$ cat src/rtl/seq_multiplier_if.sv
// Handshake/operand bundle between the ALU stage (master) and the multiplier (slave).
interface seq_multiplier_if #(
   parameter int WIDTH = 32,
   parameter int SIG_W = 6
);
   logic                 start;
   logic [SIG_W-1:0]     Signal;
   logic [WIDTH-1:0]     dataA;
   logic [WIDTH-1:0]     dataB;
   logic                 busy;
   logic                 done;
   logic [2*WIDTH-1:0]   dataOut;

   modport master (
      output start, Signal, dataA, dataB,
      input  busy, done, dataOut
   );

   modport slave (
      input  start, Signal, dataA, dataB,
      output busy, done, dataOut
   );
endinterface

$ cat src/rtl/seq_multiplier.sv
// Multi-cycle shift-add multiplier for MULT/MULTU; signed products are formed
// from operand magnitudes and the sign is applied in the final cycle.
module seq_multiplier #(
   parameter int               WIDTH    = 32,
   parameter int               SIG_W    = 6,
   parameter logic [SIG_W-1:0] OP_MULT  = SIG_W'(24),
   parameter logic [SIG_W-1:0] OP_MULTU = SIG_W'(25)
) (
   input logic              clk,
   input logic              reset,
   seq_multiplier_if.slave  bus
);
   localparam int CW = $clog2(WIDTH);

   localparam logic [1:0] IDLE = 2'd0;
   localparam logic [1:0] LOAD = 2'd1;
   localparam logic [1:0] RUN  = 2'd2;
   localparam logic [1:0] FIX  = 2'd3;

   logic [1:0]         state_reg;
   logic [WIDTH-1:0]   a_reg;
   logic [WIDTH-1:0]   b_reg;
   logic               is_signed_reg;
   logic [WIDTH-1:0]   mag_a_reg;
   logic [2*WIDTH-1:0] p_reg;
   logic               neg_reg;
   logic [CW-1:0]      count_reg;
   logic               busy_reg;
   logic               done_reg;
   logic [2*WIDTH-1:0] data_out_reg;

   logic [WIDTH-1:0]   addend;
   logic [WIDTH:0]     sum_next;
   logic [2*WIDTH-1:0] p_next;

   // Addend is |A| gated by the current multiplier LSB.
   for (genvar gi = 0; gi < WIDTH; gi++) begin : g_addend
      assign addend[gi] = mag_a_reg[gi] & p_reg[0];
   end

   // The extra sum bit is the carry that is shifted back into the top of P.
   assign sum_next = {1'b0, p_reg[2*WIDTH-1:WIDTH]} + {1'b0, addend};
   assign p_next   = {sum_next, p_reg[WIDTH-1:1]};

   always_ff @(posedge clk or posedge reset) begin
      if (reset) begin
         state_reg     <= IDLE;
         a_reg         <= '0;
         b_reg         <= '0;
         is_signed_reg <= 1'b0;
         mag_a_reg     <= '0;
         p_reg         <= '0;
         neg_reg       <= 1'b0;
         count_reg     <= '0;
         busy_reg      <= 1'b0;
         done_reg      <= 1'b0;
         data_out_reg  <= '0;
      end else begin
         done_reg <= 1'b0;
         case (state_reg)
            IDLE: begin
               if (bus.start && (bus.Signal == OP_MULT || bus.Signal == OP_MULTU)) begin
                  a_reg         <= bus.dataA;
                  b_reg         <= bus.dataB;
                  is_signed_reg <= (bus.Signal == OP_MULT);
                  busy_reg      <= 1'b1;
                  state_reg     <= LOAD;
               end
            end
            LOAD: begin
               // -2^(WIDTH-1) negates to itself, which is the correct unsigned magnitude.
               mag_a_reg <= (is_signed_reg && a_reg[WIDTH-1]) ? -a_reg : a_reg;
               p_reg     <= {{WIDTH{1'b0}},
                             (is_signed_reg && b_reg[WIDTH-1]) ? -b_reg : b_reg};
               neg_reg   <= is_signed_reg & (a_reg[WIDTH-1] ^ b_reg[WIDTH-1]);
               count_reg <= '0;
               state_reg <= RUN;
            end
            RUN: begin
               p_reg     <= p_next;
               count_reg <= count_reg + CW'(1);
               if (count_reg == CW'(WIDTH - 1))
                  state_reg <= FIX;
            end
            FIX: begin
               data_out_reg <= neg_reg ? -p_reg : p_reg;
               done_reg     <= 1'b1;
               busy_reg     <= 1'b0;
               state_reg    <= IDLE;
            end
            default: state_reg <= IDLE;
         endcase
      end
   end

   assign bus.busy    = busy_reg;
   assign bus.done    = done_reg;
   assign bus.dataOut = data_out_reg;
endmodule

$ cat src/flat_wrapper.sv
// flat-port wrapper written by rule: the top's interface ports become plain ports
module seq_multiplier_flat 
#(
   parameter int               WIDTH    = 32,
   parameter int               SIG_W    = 6,
   parameter logic [SIG_W-1:0] OP_MULT  = SIG_W'(24),
   parameter logic [SIG_W-1:0] OP_MULTU = SIG_W'(25)
)
  (clk, reset, bus_start, bus_Signal, bus_dataA, bus_dataB, bus_busy, bus_done, bus_dataOut);
  seq_multiplier_if #(.WIDTH(WIDTH), .SIG_W(SIG_W)) bus_i ();
  input logic clk;
  input logic reset;
  input wire logic [$bits(bus_i.start)-1:0] bus_start;
  input wire logic [$bits(bus_i.Signal)-1:0] bus_Signal;
  input wire logic [$bits(bus_i.dataA)-1:0] bus_dataA;
  input wire logic [$bits(bus_i.dataB)-1:0] bus_dataB;
  output wire logic [$bits(bus_i.busy)-1:0] bus_busy;
  output wire logic [$bits(bus_i.done)-1:0] bus_done;
  output wire logic [$bits(bus_i.dataOut)-1:0] bus_dataOut;
  assign bus_i.start = bus_start;
  assign bus_i.Signal = bus_Signal;
  assign bus_i.dataA = bus_dataA;
  assign bus_i.dataB = bus_dataB;
  assign bus_busy = bus_i.busy;
  assign bus_done = bus_i.done;
  assign bus_dataOut = bus_i.dataOut;
  seq_multiplier #(.WIDTH(WIDTH), .SIG_W(SIG_W), .OP_MULT(OP_MULT), .OP_MULTU(OP_MULTU)) u_core (.clk(clk), .reset(reset), .bus(bus_i));
endmodule
$ cat config.mk
export PLATFORM = sky130hd
export DESIGN_NAME = seq_multiplier_flat
export DESIGN_NICKNAME = d
export VERILOG_FILES = /design/src/rtl/seq_multiplier_if.sv /design/src/rtl/seq_multiplier.sv /design/src/flat_wrapper.sv
export SDC_FILE = /design/constraint.sdc
export NUM_CORES = 1
export LEC_CHECK = 0
export CAP_MARGIN = 20
export CORE_MARGIN = 2
export CORE_UTILIZATION = 50
export CTS_CLUSTER_DIAMETER = 60
export CTS_CLUSTER_SIZE = 25
export DETAILED_ROUTE_END_ITERATION = 12
export GPL_TIMING_DRIVEN = 0
export PLACE_DENSITY = 0.72
export SETUP_SLACK_MARGIN = 0.2
export SLEW_MARGIN = 10
export SYNTH_ARGS = -nofsm -noshare
export SYNTH_HDL_FRONTEND = slang
export SYNTH_SLANG_ARGS = --single-unit
$ cat constraint.sdc
create_clock -name clk -period 8.4 [get_ports clk]
set_input_delay 0.84 -clock clk [delete_from_list [all_inputs] [get_ports clk]]
set_output_delay 0.84 -clock clk [all_outputs]
set_load 0.02 [all_outputs]
# Yosys cells after proc, flatten, opt, wreduce, memory -nomap -nowiden
# Cells that the tools add are included.
[word_totals]
out_inout_bits = 66
elab_cells = 79
regBits = 235
[op_classes]
add_sub_neg = 5
eq_ne = 8
n_bitwise = 34
mux = 11
n_reduce_logical = 10
[ops]
columns = ["cell", "n"]
rows = [
  ["64-bit one-hot mux with 2 select lines", 1],
  ["32-bit two-way mux", 2],
  ["64-bit two-way mux", 1],
  ["32-bit negator", 2],
  ["64-bit negator", 1],
  ["32-bit by 32-bit adder with 33-bit output", 1],
  ["1-bit AND", 33],
  ["6-bit by 5-bit equality test with 1-bit output, second input constant", 2],
  ["5-bit one-hot mux with 2 select lines", 1],
  ["2-bit one-hot mux with 4 select lines", 1],
  ["2-bit AND reduction", 3],
  ["5-bit by 1-bit adder with 5-bit output, second input constant", 1],
  ["5-bit equality test, second input constant", 1],
  ["2-bit equality test, second input constant", 2],
  ["2-bit two-way mux", 2],
  ["2-bit by 1-bit inequality test with 1-bit output, second input constant", 2],
  ["2-bit nonzero test", 2],
  ["1-bit logical AND", 3],
  ["2-bit by 1-bit equality test with 1-bit output, second input constant", 1],
  ["2-bit zero test", 1],
  ["1-bit two-way mux", 2],
  ["1-bit one-hot mux with 2 select lines", 1],
  ["1-bit logical OR", 1],
  ["1-bit XOR", 1],
]

# Longest topological paths before layout
# Gate-level depths: netlist of run 1.
[logic_depth]
depth_word = 5
depth_mapped = 12

# Least setup slack after synthesis of run 1
# OpenSTA, ideal clock, no wires.
[synth_timing]
kind = "register -> register"
from = "register u_core.p_reg[21]"
to = "register u_core.data_out_reg[54] (netlist: u_core.bus.dataOut[54])"
path_stages_with_launch = 10
arrival_ns = 3.071
slack_ns = 5.192
setup_ns = 0.137
path_cell_list = "dfrtp_1 or4_4 or4_4 or4_4 buf_6 or4_4 buf_6 o31ai_1 xor2_1 a21oi_1"
[synth_between]
elab_chain_len = 2
[synth_lines]
columns = ["element", "line_no", "rtl"]
rows = [
  ["start: declaration", "seq_multiplier.sv:25", "logic [2*WIDTH-1:0] p_reg;"],
  ["start signal: assignment", "seq_multiplier.sv:73", "p_reg <= {{WIDTH{1'b0}},"],
  ["start signal: assignment", "seq_multiplier.sv:80", "p_reg <= p_next;"],
  ["64-bit negator", "seq_multiplier.sv:86", "data_out_reg <= neg_reg ? -p_reg : p_reg;"],
  ["64-bit two-way mux", "seq_multiplier.sv:86", ""],
  ["end signal: assignment", "seq_multiplier.sv:86", ""],
  ["end: declaration", "seq_multiplier.sv:30", "logic [2*WIDTH-1:0] data_out_reg;"],
]
# Every way passes these cells.
# A chain may end at the register's enable or synchronous reset.

# Worst setup path after layout of run 1
[layout_timing]
from = "register u_core.p_reg[0]"
to = "register u_core.p_reg[63]"
[layout_between]
elab_chain_len = 3
word_cells_on_any_way = 34
[layout_lines]
columns = ["element", "line_no", "rtl"]
rows = [
  ["1-bit AND", "seq_multiplier.sv:38", "assign addend[gi] = mag_a_reg[gi] & p_reg[0];"],
  ["32-bit by 32-bit adder with 33-bit output (*)", "seq_multiplier.sv:42", "assign sum_next = {1'b0, p_reg[2*WIDTH-1:WIDTH]} + {1'b0, addend};"],
  ["64-bit one-hot mux with 2 select lines (*)", "seq_multiplier.sv:60", "case (state_reg)"],
]
# Every way passes the cells marked *; elsewhere a longest branch is shown, timed or not.

==> flow_metrics.tcl, run 1 <==
set metrics [dict create \
    worst_pin_slew_ns 0.755 \
    wl_um 36100 \
    via_per_inst 5.82 \
    initial_utilization 0.505 \
    wire_per_inst_um 18.5 \
    yosysTopAreaCell "dfrtp_1" \
    pwr-share-seq 0.321 \
    synth.distinct_cells 64 \
    synthFlopType "dfrtp_1" \
    outcome "complete, no violations" \
    num_vias 11374 \
    clkLatencyLatePin_ns 0.54 \
    ys_warn_count 0 \
    p_int_w 0.00340 \
    diodes 0 \
    core_area_mm2 0.0268 \
    grt_pass1_vias 10924 \
    synth_enable_flop_cells 0 \
    rsz0062_at_grt "false" \
    crit_path_end_kind "flip-flop" \
    grt.total_usage 0.255 \
    dr.pass1.iters 7 \
    cts_buffers 22 \
    synthArstFlopShare 1.00 \
    critPathMaxFanout 10 \
    syn_area_per_cell_um2 9.45 \
    portBuffers 138 \
    path_clk_slew_ns 0.08 \
    start_kind "flip-flop" \
    drive_gt1_frac 0.0918 \
    grt_pass1_wl_um 58400 \
    final_nets 1712 \
    grt_max_degree 110 \
    drc 0 \
    clockRootBuffer "clkbuf_16" \
    swShare 0.459 \
    cts_buffer_depth 3 \
    path_class "reg2reg" \
    rows 60 \
    antenna_found_initial 0 \
    synthTopCellsByArea "dfrtp_1, mux2_2, a21oi_1, xnor2_1, xor2_1" \
    maxSlewHeadroom 0.497 \
    gp_congestion 0.917 \
    yosysMostFrequentCell "dfrtp_1" \
    hpwlAfterDp_um 27700 \
    cts_resized 0 \
    period_share 0.466 \
    hold_path.class "reg2reg" \
    ys_ff_latch 235 \
    post-cts-setup-buffer-count 0 \
    peakVddDrop_uv 200 \
    syn_nets 1548 \
    syn_area_mm2 0.0135 \
    die_h_um 169 \
    pwr-share-comb 0.500 \
    drt_first_iter_violations 1026 \
    finalClockSkew_ns 0.0286 \
    critPathArrivalTime_ns 4.35 \
    p_sw_w 0.00289 \
    ant_nets 0 \
    layout_min_cycle_time_ns 3.91 \
    cts_hold_buffers 0 \
    fmax_mhz 256 \
    ys_seq_area_frac 0.434 \
    synth_top_cell_area_share 0.434 \
    synth_common_cells "dfrtp_1, a21oi_1, nor2_1" \
    n_fill_cell 2328 \
    ios 139 \
    cts_tree "yes" \
    die_x_um 169 \
    p_leak_nw 6.86 \
    clock_power_share 0.179 \
    layout-area-overhead-vs-synth_pct 19.9 \
    setup_violations 0 \
    cts.sinks 235 \
    hold_viol_final 0 \
    synthCells 1432 \
    final_core_util 0.606 \
    cp.required_ns 8.84 \
    grt_overflow 0 \
    fp.dieArea_mm2 0.0284 \
    whs_ns 0.519 \
    reg2reg_from "u_core.p_reg[0]" \
    drv_cap 0 \
    p_per_area_mw_per_mm2 387 \
    htree_levels 1 \
    crit_path_start "u_core.p_reg[0]" \
    slew_violations 0 \
    hold_start "u_core.bus.dataOut[59]" \
]
## layout make-up
cell class	instances	area (µm²)	share of cell area
clock inverters	17	254	0.0156
repair buffers	140	1440	0.0885
clock buffers	23	576	0.0354
inverters	56	218	0.0134
multi-input cells	1058	7120	0.438
plain buffers	83	327	0.0201
flip-flops and latches	235	5880	0.362
well taps	341	427	0.0263
## path summary, 6_finish.rpt
check / to / slack [ns] / cells after the start
setup / recovery: u_core.p_reg[63] / 4.49 / 12
hold / removal: u_core.bus.dataOut[59] / 0.52 / 1
setup reg to reg: u_core.p_reg[63] / 4.49 / 12
hold reg to reg: u_core.bus.dataOut[59] / 0.52 / 1
max in group asynchronous: u_core.bus.dataOut[53] / 6.46 / 4
min in group asynchronous: u_core.b_reg[17] / 0.68 / 2
## placed cells by master, fill, tap and decap left out, drive strengths merged, types with 64 or more instances in the layout
cell	n
a21oi	150
nand2	90
inv	64
xor2	70
nor2	140
o21ai	90
xnor2	70
clkdlybuf4s50	138
clkbuf	101
dfrtp	235
mux2	83
## power by group through the flow
stage | Sequential, W | Clock, W | Combinational (W)
3_3_place_gp | 0.00201 | 0 | 0.00302
4_1_cts | 0.00200 | 0.00114 | 0.00312
3_5_place_dp | 0.00203 | 0 | 0.00309
2_1_floorplan | 0.00208 | 0 | 0.00194
6_report | 0.00202 | 0.00113 | 0.00314
5_1_grt | 0.00208 | 0.00118 | 0.00346
## kinds of logic (layout without fill, tap and decap cells)
kind of cell,count (synthesis),count (layout),synth area share
buffers and inverters,139,319,0.0397
xor gates and xnor gates,140,140,0.0906
muxes,90,90,0.0742
DFF,235,235,0.434
AOI/OAI and AO/OA,392,392,0.179
and+or+nand+nor,393,393,0.142
adders and majority gates,43,43,0.0403
## critical path: stages (launching register included)
cell and delay, ns:
dfrtp_1 0.58, clkbuf_1 0.42, and2_1 0.22, ha_1 0.20, inv_1 0.07, fa_1 0.37
nor2b_1 0.21, o31ai_1 0.18, a21oi_1 0.35, o21a_1 0.27, a31oi_1 0.25, or4_1 0.58
o211ai_1 0.10
## metrics by stage
stage          TNS [ns]  setup slack [ns]  total power, W  cell area, µm²  instances
2_1_floorplan         0              1.11         0.00403           13500       1432
3_3_place_gp    -383.03             -1.67         0.00503           15300       1911
3_5_place_dp          0              4.56         0.00512           15400       1913
4_1_cts               0              4.52         0.00626           16200       1953
5_1_grt               0              4.21         0.00672           16200       1953
6_report              0              4.49         0.00629           16200       1953
## per-layer routing
metal  wire, µm  vias up  global-route usage
li1           -     5447                   -
met1      17500     5491               0.392
met2      15400      395               0.381
met3       2640       41              0.0372
met4        610        0              0.0570
met5          0        -                   0
No activity file was read; power rests on OpenSTA's default activity.
==> run 2, diff against run 1 <==
--- a/config.mk
+++ b/config.mk
@@ -12,7 +12,7 @@
 export CTS_CLUSTER_SIZE = 25
 export DETAILED_ROUTE_END_ITERATION = 12
 export GPL_TIMING_DRIVEN = 0
-export PLACE_DENSITY = 0.72
+export PLACE_DENSITY = 0.74
 export SETUP_SLACK_MARGIN = 0.2
 export SLEW_MARGIN = 10
 export SYNTH_ARGS = -nofsm -noshare
==> constraint.sdc (replaced) <==
create_clock -name clk -period 3.2 [get_ports clk]
set_input_delay 0.32 -clock clk [delete_from_list [all_inputs] [get_ports clk]]
set_output_delay 0.32 -clock clk [all_outputs]
set_load 0.02 [all_outputs]
==> flow_metrics.tcl, run 2 (synthesized netlist as in run 1, its figures left out) <==
set metrics [dict create \
    outcome "finished with violations" \
    violations "setup timing" \
    start_kind "flip-flop" \
    finalClockSkew_ns 0.0128 \
    fmax_mhz 308 \
    rows 60 \
    clockRootBuffer "clkbuf_16" \
    slew_violations 0 \
    layout-area-overhead-vs-synth_pct 26.5 \
    period_share 1.01 \
    place_area_mm2 0.0155 \
    final_cell_mix "dfrtp_1, nor2_1, clkdlybuf4s50_1" \
    maxSlewHeadroom 0.480 \
    cts_hold_buffers 0 \
    grt_max_degree 41 \
    final_nets 1747 \
    gp_congestion 0.903 \
    critPathArrivalTime_ns 3.64 \
    fp.dieArea_mm2 0.0284 \
    grt.total_usage 0.259 \
    drv_cap 0 \
    pwr-share-seq 0.308 \
    dp_slack_ns -0.535 \
    p_leak_nw 7.15 \
    p_int_w 0.00940 \
    setup_violations 4 \
    fin_tns_setup_ns -0.145 \
    grt_pass1_vias 10881 \
    ant_nets 0 \
    wl_um 37800 \
    num_vias 11596 \
    mostFrequentLayoutCell "dfrtp_1" \
    whs_ns 0.161 \
    swShare 0.455 \
    dp_cells 1917 \
    pwr-share-comb 0.533 \
    peakVddDrop_uv 411 \
    path_clk_slew_ns 0.09 \
    cts_tree "yes" \
    core_area_mm2 0.0268 \
    portBuffers 138 \
    rsz0062_at_grt "true" \
    cts_buffers 21 \
    design_area_mm2 0.0171 \
    wire_per_inst_um 19.0 \
    p_sw_w 0.00786 \
    drt_first_iter_violations 1144 \
    cp.required_ns 3.59 \
    crit_path_end_kind "flip-flop" \
    die_h_um 169 \
    layout_min_cycle_time_ns 3.24 \
    cts.sinks 235 \
    grt_overflow 0 \
    hold_viol_final 0 \
    p_per_area_mw_per_mm2 1010 \
    worst_pin_slew_ns 0.780 \
    ios 139 \
    die_x_um 169 \
    grt_pass1_wl_um 59200 \
    initial_utilization 0.505 \
    stdcell_count 1986 \
    critPathMaxFanout 7 \
    dr.pass1.iters 6 \
    clock_power_share 0.159 \
    cts_buffer_depth 3 \
    hpwlAfterDp_um 28000 \
    hold_path.class "in2async" \
    antenna_found_initial 0 \
    worst_slack_ns -0.0442 \
    drc 0 \
    via_per_inst 5.84 \
    drive_gt1_frac 0.168 \
    path_class "reg2reg" \
    n_fill_cell 2178 \
    htree_levels 1 \
    clkLatencyLatePin_ns 0.52 \
    diodes 0 \
]
run 2: through the flow:
step | util | total power, W
3_3_place_gp | 0.574 | 0.0133
5_1_grt | 0.639 | 0.0184
3_5_place_dp | 0.579 | 0.0135
2_1_floorplan | - | 0.0106
6_report | 0.639 | 0.0173
4_1_cts | 0.619 | 0.0166
run 2: power by group through the flow:
stage	Sequential [W]	Combinational, W	Clock [W]
6_report	0.00531	0.00920	0.00275
5_1_grt	0.00545	0.0100	0.00292
4_1_cts	0.00525	0.00857	0.00279
2_1_floorplan	0.00548	0.00517	0
3_3_place_gp	0.00527	0.00798	0
3_5_place_dp	0.00533	0.00816	0
run 2: path summary, 6_finish.rpt:
check	cells after the start	end	slack, ns	from
setup / recovery	9	u_core.bus.dataOut[62]	-0.04	u_core.p_reg[23]
hold / removal	2	u_core.bus.dataOut[3]	0.16	reset
setup reg to reg	9	u_core.bus.dataOut[62]	-0.04	u_core.p_reg[23]
hold reg to reg	1	u_core.bus.dataOut[59]	0.51	u_core.bus.dataOut[59]
max in group asynchronous	5	u_core.mag_a_reg[22]	1.96	reset
min in group clk	2	u_core.a_reg[15]	0.40	bus_dataA[15]
run 2: timing repair:
action                                  4_1_cts  5_1_grt
endpoints found under the setup margin       43       34
buffers inserted                             16       16
pin swaps                                    21       39
gates resized for setup                      66      104
run 2: cell type report:
type                       instances  area (µm²)  share of cell area
clock buffer                      23         533              0.0311
tap                              341         427              0.0249
buffer                            83         408              0.0238
inverter                          56         214              0.0125
multi-input combinational       1058        7670               0.448
timing repair buffer             176        1770               0.104
clock inverter                    14         209              0.0122
sequential                       235        5890               0.344
run 2: routing by layer:
metal | share of wire | track usage | vias up
met1 | 0.47 | 0.392 | 5573
met5 | 0 | 0 | -
met2 | 0.44 | 0.401 | 447
met3 | 0.073 | 0.0358 | 51
li1 | - | - | 5525
met4 | 0.016 | 0.0465 | 0
run 2: worst max-delay path, stage by stage, from the launching register on:
cell and delay [ns]:
dfrtp_2 0.43, or4_4 0.52, or4_4 0.43, or4_4 0.54, buf_6 0.14, or4_4 0.42
buf_12 0.17, o31ai_4 0.21, xnor2_2 0.16, a21oi_1 0.08
